**config.mk**
```make
export PLATFORM = sky130hd
export DESIGN_NAME = arb_mem_port_ctrl
export DESIGN_NICKNAME = d
export VERILOG_FILES = /design/src/rtl/arb_mem_port_ctrl.sv
export SDC_FILE = /design/constraint.sdc
export NUM_CORES = 1
export LEC_CHECK = 0
export CAP_MARGIN = 20
export CORE_AREA = 5 5 95 97
export CTS_BUF_LIST = sky130_fd_sc_hd__clkbuf_16
export DETAILED_ROUTE_END_ITERATION = 10
export DIE_AREA = 0 0 100 102
export DONT_BUFFER_PORTS = 1
export SLEW_MARGIN = 20
export SYNTH_ARGS = -nofsm -noshare
export SYNTH_HDL_FRONTEND = slang
export SYNTH_SLANG_ARGS = --single-unit
```
**constraint.sdc**
```tcl
create_clock -name clk -period 3.11 [get_ports clk]
set_input_delay 0 -clock clk [delete_from_list [all_inputs] [get_ports clk]]
set_output_delay 0 -clock clk [all_outputs]
set_load 0.01 [all_outputs]
```
**src/rtl/arb_mem_port_ctrl.sv**
```systemverilog
// arb_mem_port_ctrl: owns one requester at a time on a shared memory port.
// Ownership is taken from the arbiter grant in IDLE and held until the
// owner's response has been delivered. Only the state, owner and message
// registers are sequential; every handshake output is decoded from them.
module arb_mem_port_ctrl #(
  parameter int p_num_reqs   = 3,
  parameter int p_req_nbits  = 32,
  parameter int p_resp_nbits = 32
) (
  input  logic                              clk,
  input  logic                              reset,
  input  logic [p_num_reqs-1:0]             in_req_val,
  output logic [p_num_reqs-1:0]             in_req_rdy,
  input  logic [p_num_reqs*p_req_nbits-1:0] in_req_msg,
  output logic [p_num_reqs-1:0]             arb_reqs,
  input  logic [p_num_reqs-1:0]             arb_grants,
  output logic                              mem_req_val,
  input  logic                              mem_req_rdy,
  output logic [p_req_nbits-1:0]            mem_req_msg,
  input  logic                              mem_resp_val,
  output logic                              mem_resp_rdy,
  input  logic [p_resp_nbits-1:0]           mem_resp_msg,
  output logic [p_num_reqs-1:0]             out_resp_val,
  input  logic [p_num_reqs-1:0]             out_resp_rdy,
  output logic [p_resp_nbits-1:0]           out_resp_msg,
  output logic [p_num_reqs-1:0]             owner,
  output logic [15:0]                       txn_count
);

  typedef enum logic [1:0] {
    IDLE      = 2'd0,
    REQ       = 2'd1,
    RESP_WAIT = 2'd2,
    RESP_SEND = 2'd3
  } state_t;

  state_t                  state;
  state_t                  state_next;
  logic [p_num_reqs-1:0]   owner_q;
  logic [p_req_nbits-1:0]  req_msg_reg;
  logic [p_resp_nbits-1:0] resp_msg_reg;
  logic [15:0]             txn_count_q;

  logic                    grant_legal;
  logic                    accept;
  logic                    owner_done;
  logic [p_req_nbits-1:0]  grant_msg;

  // A grant is usable only when it names exactly one requester that is
  // actually asking; anything else from the arbiter is ignored.
  assign grant_legal = $onehot(arb_grants) && ((arb_grants & in_req_val) != '0);
  assign accept      = (state == IDLE) && grant_legal;
  assign owner_done  = (out_resp_rdy & owner_q) != '0;

  // Select the granted requester's message slice (grant is one-hot here).
  always_comb begin
    // NOTE: every always_comb output gets a default first so that no path
    // leaves it unassigned, which would otherwise infer a latch.
    grant_msg = '0;
    for (int i = 0; i < p_num_reqs; i++) begin
      if (arb_grants[i]) grant_msg = in_req_msg[i*p_req_nbits +: p_req_nbits];
    end
  end

  // State register.
  always_ff @(posedge clk) begin
    // NOTE: sequential state uses non-blocking assignments so every register
    // samples pre-edge values regardless of block ordering.
    if (reset) state <= IDLE;
    else       state <= state_next;
  end

  // Next-state logic: each phase advances only on its own handshake.
  always_comb begin
    state_next = state;
    unique case (state)
      IDLE:      if (grant_legal)  state_next = REQ;
      REQ:       if (mem_req_rdy)  state_next = RESP_WAIT;
      RESP_WAIT: if (mem_resp_val) state_next = RESP_SEND;
      RESP_SEND: if (owner_done)   state_next = IDLE;
      default:                     state_next = IDLE;
    endcase
  end

  // Handshake decodes from state, owner and inputs.
  always_comb begin
    arb_reqs     = '0;
    in_req_rdy   = '0;
    mem_req_val  = 1'b0;
    mem_resp_rdy = 1'b0;
    out_resp_val = '0;
    unique case (state)
      IDLE: begin
        arb_reqs   = in_req_val;
        in_req_rdy = accept ? arb_grants : '0;
      end
      REQ:       mem_req_val  = 1'b1;
      RESP_WAIT: mem_resp_rdy = 1'b1;
      RESP_SEND: out_resp_val = owner_q;
      default: ;
    endcase
  end

  // Ownership, latched messages and completed-transaction counter.
  always_ff @(posedge clk) begin
    if (reset) begin
      owner_q      <= '0;
      req_msg_reg  <= '0;
      resp_msg_reg <= '0;
      txn_count_q  <= '0;
    end else begin
      if (accept) begin
        owner_q     <= arb_grants;
        req_msg_reg <= grant_msg;
      end
      if (state == RESP_WAIT && mem_resp_val) resp_msg_reg <= mem_resp_msg;
      if (state == RESP_SEND && owner_done) begin
        owner_q     <= '0;
        txn_count_q <= txn_count_q + 16'd1;
      end
    end
  end

  assign mem_req_msg  = req_msg_reg;
  assign out_resp_msg = resp_msg_reg;
  assign owner        = owner_q;
  assign txn_count    = txn_count_q;

endmodule

```
-- Yosys cells after proc, flatten, opt, wreduce, memory -nomap -nowiden
Cells that the tools add are included.
- flip-flop bits (word level): 85
- latch bits: 0
- memory bits (writable): 0
- memory bits (read-only): 0
- input bits: 141
- logic and storage cells: 41
- memories kept: 0
- add/subtract/negate cells: 3
- multiply operators: 0
- div/mod/pow operators: 0
- order comparisons: 0
- equal/unequal tests: 8
- shift-type cells: 0
- muxes and demuxes: 14
- bitwise logic cells: 2
- reductions and logical operators: 9
- operator list (kind ; number):
    32-bit two-way mux ; 3
    16-bit by 1-bit adder with 16-bit output, second input constant ; 1
    3-bit two-way mux ; 4
    2-bit two-way mux ; 4
    2-bit != test, second input constant ; 4
    2-bit case mux with 4 select lines ; 1
    3-bit AND ; 2
    3-bit nonzero test ; 2
    2-bit by 1-bit equality test with 1-bit output, second input constant ; 2
    2-bit equality test, second input constant ; 2
    1-bit logical AND ; 4
    4-bit AND reduction ; 1
    1-bit by 1-bit adder with 2-bit output ; 1
    2-bit by 1-bit adder with 2-bit output ; 1
    2-bit zero test ; 1
    1-bit two-way mux ; 2
    2-bit OR reduction ; 1

-- Longest topological paths before layout
- depth in word-level cells: 7
- depth in mapped cells: 9
- depth with buffers taken out: 6

-- Worst setup path after synthesis
OpenSTA, ideal clock, no wires.
- kind: input-to-reg
- start point: input port arb_grants[1]
- end point: register req_msg_reg[10], in the netlist mem_req_msg[10]
- library setup time: 136 ps
- arrival: 2153 ps
- slack: 821 ps
- stages: 9
- cell sequence: clkbuf_1 > clkbuf_1 > inv_1 > fa_1 > nand2b_1 > nor3b_1 > buf_2 > buf_1 > o32ai_1
- longest elaborated chain between the ends: 5
- elaborated cells between the ends (all ways): 9
- those cells by class: 2 x add/sub; 1 x eq/ne; 2 x mux; 1 x bitwise; 3 x reduce/logical
- ends and longest elaborated chain (item ; RTL line ; RTL):
    start, declared ; 16 ; input logic [p_num_reqs-1:0] arb_grants,
    1-bit by 1-bit adder with 2-bit output (implied by the code) ; 51 ; assign grant_legal = $onehot(arb_grants) && ((arb_grants & in_req_val) != '0);
    2-bit by 1-bit adder with 2-bit output (implied by the code) ; 51 ;
    2-bit by 1-bit equality test with 1-bit output ; 51 ;
    1-bit logical AND ; 51 ;
    1-bit logical AND ; 52 ; assign accept = (state == IDLE) && grant_legal;
    end signal, assigned ; 114 ; req_msg_reg <= grant_msg;
    end, declared ; 40 ; logic [p_req_nbits-1:0] req_msg_reg;
Parallel ways exist; a longest one is shown, timed or not.
A chain may end at the register's enable or synchronous reset.

-- Worst setup path in the final report
- start point: register state[0]
- end point: register req_msg_reg[18], in the netlist mem_req_msg[18]
- longest elaborated chain between the ends: 2
- ends and longest elaborated chain (item ; RTL line ; RTL):
    start, declared ; 37 ; state_t state;
    start signal, assigned ; 70 ; else state <= state_next;
    2-bit zero test ; 52 ;
    1-bit logical AND ; 52 ;
Every way passes these cells.

==> reports/results.ini <==
[detailed_routing]
route.vias.total = 3875
post-route-drc-count = 0
ant_nets = 0
drt_iter0_markers = 194
wl_per_cell_um = 20.0
drt_pre_antenna_iters = 5
wl_um = 13000
routed_via_density = 5.98

[worst_setup_path]
cp.arrival_ns = 2.48
worstSetupPathType = reg2reg
endpoint_kind = flip-flop
critPathRequiredTime_ns = 3.38
start_kind = flip-flop
reg2reg_slack_ns = 0.90
critPathMaxFanout = 32

[cts]
clk_pin_slew_worst_paths_ns = 0.06
cts_buffers = 9
ctsResizeCount = 0
clock-sinks = 85
cts_buffer_depth = 2
htree_levels = 3
cts-root-buf = clkbuf_16
clkLatencyLatePin_ns = 0.33
cts_tree = yes

[power_and_ir_drop]
p_per_area_mw_per_mm2 = 579
p_leak_uw = 0.00186
power.share.clock_pct = 38.9
power.internal_uw = 2130
p_seq_share_pct = 43.0
p_sw_uw = 844
combPwrFrac_pct = 18.1
power_uw = 2980
p_sw_share_pct = 28.4
vdd_drop_max_uv = 348

[synthesis]
synth_top_cell_by_area = dfxtp_1
yosys_warnings = 0
synth.net_count = 609
synth_flop_cell = dfxtp_1
yosysTopAreaCellShare_pct = 44.9
synth_edf_count = 0
synth_area_leaders = dfxtp_1 (45%), nand2_1 (10%), a221oi_1 (7.4%)
syn_avg_cell_area_um2 = 8.22
synth.ff_latch_count = 85
synth_area_mm2 = 0.00379
synth-seq-area-share_pct = 44.9
syn_inst = 461
ys_async_sr_fraction_pct = 0
netlist-cell-type-count = 36

[sta]
finalCriticalPeriod_ns = 2.21
setup_viol = 0
skew_ns = 0.00583
final-hold-violation-count = 0
rsz0062_at_grt = false
slew_headroom_pct = 24.5
worst_pin_slew_ns = 1.13
maxSlewViolCount = 0
fmax_ghz = 0.452
tns_ns = 0
final.period_utilization_pct = 71.1

[placement]
place_hpwl_um = 8320
io_buffers = 0
place_congestion = 0.805

[layout]
post-route-util_pct = 63.8
synthToLayoutAreaGrowth_pct = 35.6
regArea_mm2 = 0.00170
multi_input_area_mm2 = 0.00190
drive_gt1_share_pct = 5.89
fin_nets = 686
antenna_cells = 0
fill_cells = 644

[die]
dieArea_mm2 = 0.0102
fp.dieH_um = 102
initial_core_util_pct = 47.1
die_w_um = 100
io_pins = 235
coreArea_mm2 = 0.00805
row_count = 33

[run_status]
status = finished, final reports clean

[global_route]
grt_pass1_wl_um = 19900
antenna_found_initial = 0
grtUsageTotal_pct = 24.3
grt-ovfl-total = 0
grt_max_degree = 55
grt_pass1_vias = 3823

[hold_path]
min_path_type = in2reg

[run]
cap_viol_max_count = 0

[state kept, by name (all words and copies together) (netlist names)]
| register | count |
|---|---|
| txn_count | 16 |
| mem_req_msg | 32 |
| owner | 3 |
| state | 2 |
| out_resp_msg | 32 |
[stage by stage]
step / setup slack (ns) / cells / hold slack (ns) / area [µm²]
2_1_floorplan: 0.821 / 461 / 0.136 / 3790
3_3_place_gp: 0.981 / 534 / 0.0749 / 3830
3_5_place_dp: 0.976 / 534 / 0.0783 / 3830
4_1_cts: 0.927 / 648 / 0.00278 / 5140
5_1_grt: 0.713 / 648 / 0.0164 / 5140
6_report: 0.898 / 648 / 0.0148 / 5140
[worst max-delay path, stage by stage, from the launching register on]
cell	delay [ns]
dfxtp_1	0.34
inv_1	0.11
ha_1	0.23
nor3b_2	0.21
nand2_1	0.07
buf_4	0.27
o32ai_1	0.34
dlygate4sd3_1	0.58
[area by class of cell]
class,count,area share [%]
Multi-Input combinational cell,326,37.1
Sequential cell,85,33.1
Timing Repair Buffer,105,20.2
Clock buffer,9,4.38
Tap cell,105,2.56
Clock inverter,7,1.87
Inverter,11,0.804
[metal layers]
metal	GRT usage, %	vias to the layer above	share of wire, %
li1	-	1815	-
met5	0	-	0
met3	6.96	29	10
met2	40.1	224	49
met4	11.0	0	2.7
met1	29.4	1807	38
[logic make-up (layout without fill, tap and decap cells)]
family / Yosys count / in the layout / synth area share, %
AND/OR/NAND/NOR: 189 / 189 / 21.7
flip-flops: 85 / 85 / 44.9
buffers and inverters: 50 / 132 / 5.02
AO/OA/AOI/OAI: 118 / 118 / 23.0
multiplexers: 4 / 4 / 1.09
XOR/XNOR: 8 / 8 / 1.85
adder cells (fa/ha/maj): 7 / 7 / 2.51
[placed cells by master (no fill, tap or decap), drive strengths merged]
| cell | count |
|---|---|
| nand2 | 103 |
| dlygate4sd3 | 96 |
| dfxtp | 85 |
| nor2 | 45 |
| a21oi | 40 |
| a221oi | 32 |
| o32ai | 32 |
| inv | 14 |
| and2 | 10 |
| clkbuf | 9 |
| buf | 9 |
| xnor2 | 8 |
| nand3 | 7 |
| ha | 6 |
| or4 | 5 |
| o31ai | 5 |
| nor3 | 5 |
| nor4 | 4 |
| a222oi | 3 |
| mux2i | 3 |
| nor3b | 3 |
| o21ai | 3 |
| and3 | 2 |
| clkinv | 2 |
| bufinv | 2 |
| nand4 | 2 |
| nand2b | 1 |
| nand4b | 1 |
| nor2b | 1 |
| mux2 | 1 |
| a311oi | 1 |
| a211oi | 1 |
| a41o | 1 |
| fa | 1 |
[cells in the mapped netlist (all sizes together) (3+ instances only)]
cell	number
ha	6
nor3	5
nand2	103
a21oi	40
dfxtp	85
a222oi	3
and2	10
a221oi	32
or4	5
o31ai	5
mux2i	3
buf	8
o32ai	32
nor3b	3
xnor2	8
inv	11
clkbuf	31
nor4	4
nand3	7
nor2	45
o21ai	3
[repair_timing]
action / CTS / global route
hold buffers: 98 / 0
endpoints found under the hold margin: 85 / 0
setup buffers: 0 / 0
[power groups by stage]
stage	clock, µW	combinational (µW)	sequential, µW
after floorplan	0	332	1280
after global placement	0	377	1300
after global routing	1230	603	1290
after CTS	1180	534	1280
after detailed placement	0	391	1300
final	1160	539	1280
[final timing paths]
kind                            startpoint                             to  cells after the start
max reg2reg          state[0]$_SDFFE_PP0P_   mem_req_msg[18]$_SDFFE_PP0P_                      7
min reg2reg  out_resp_msg[11]$_SDFFE_PP0P_  out_resp_msg[11]$_SDFFE_PP0P_                      2
min                         in_req_msg[19]   mem_req_msg[19]$_SDFFE_PP0P_                      2
max                  state[0]$_SDFFE_PP0P_   mem_req_msg[18]$_SDFFE_PP0P_                      7
Note: power is estimated with default switching activity, not from simulation.
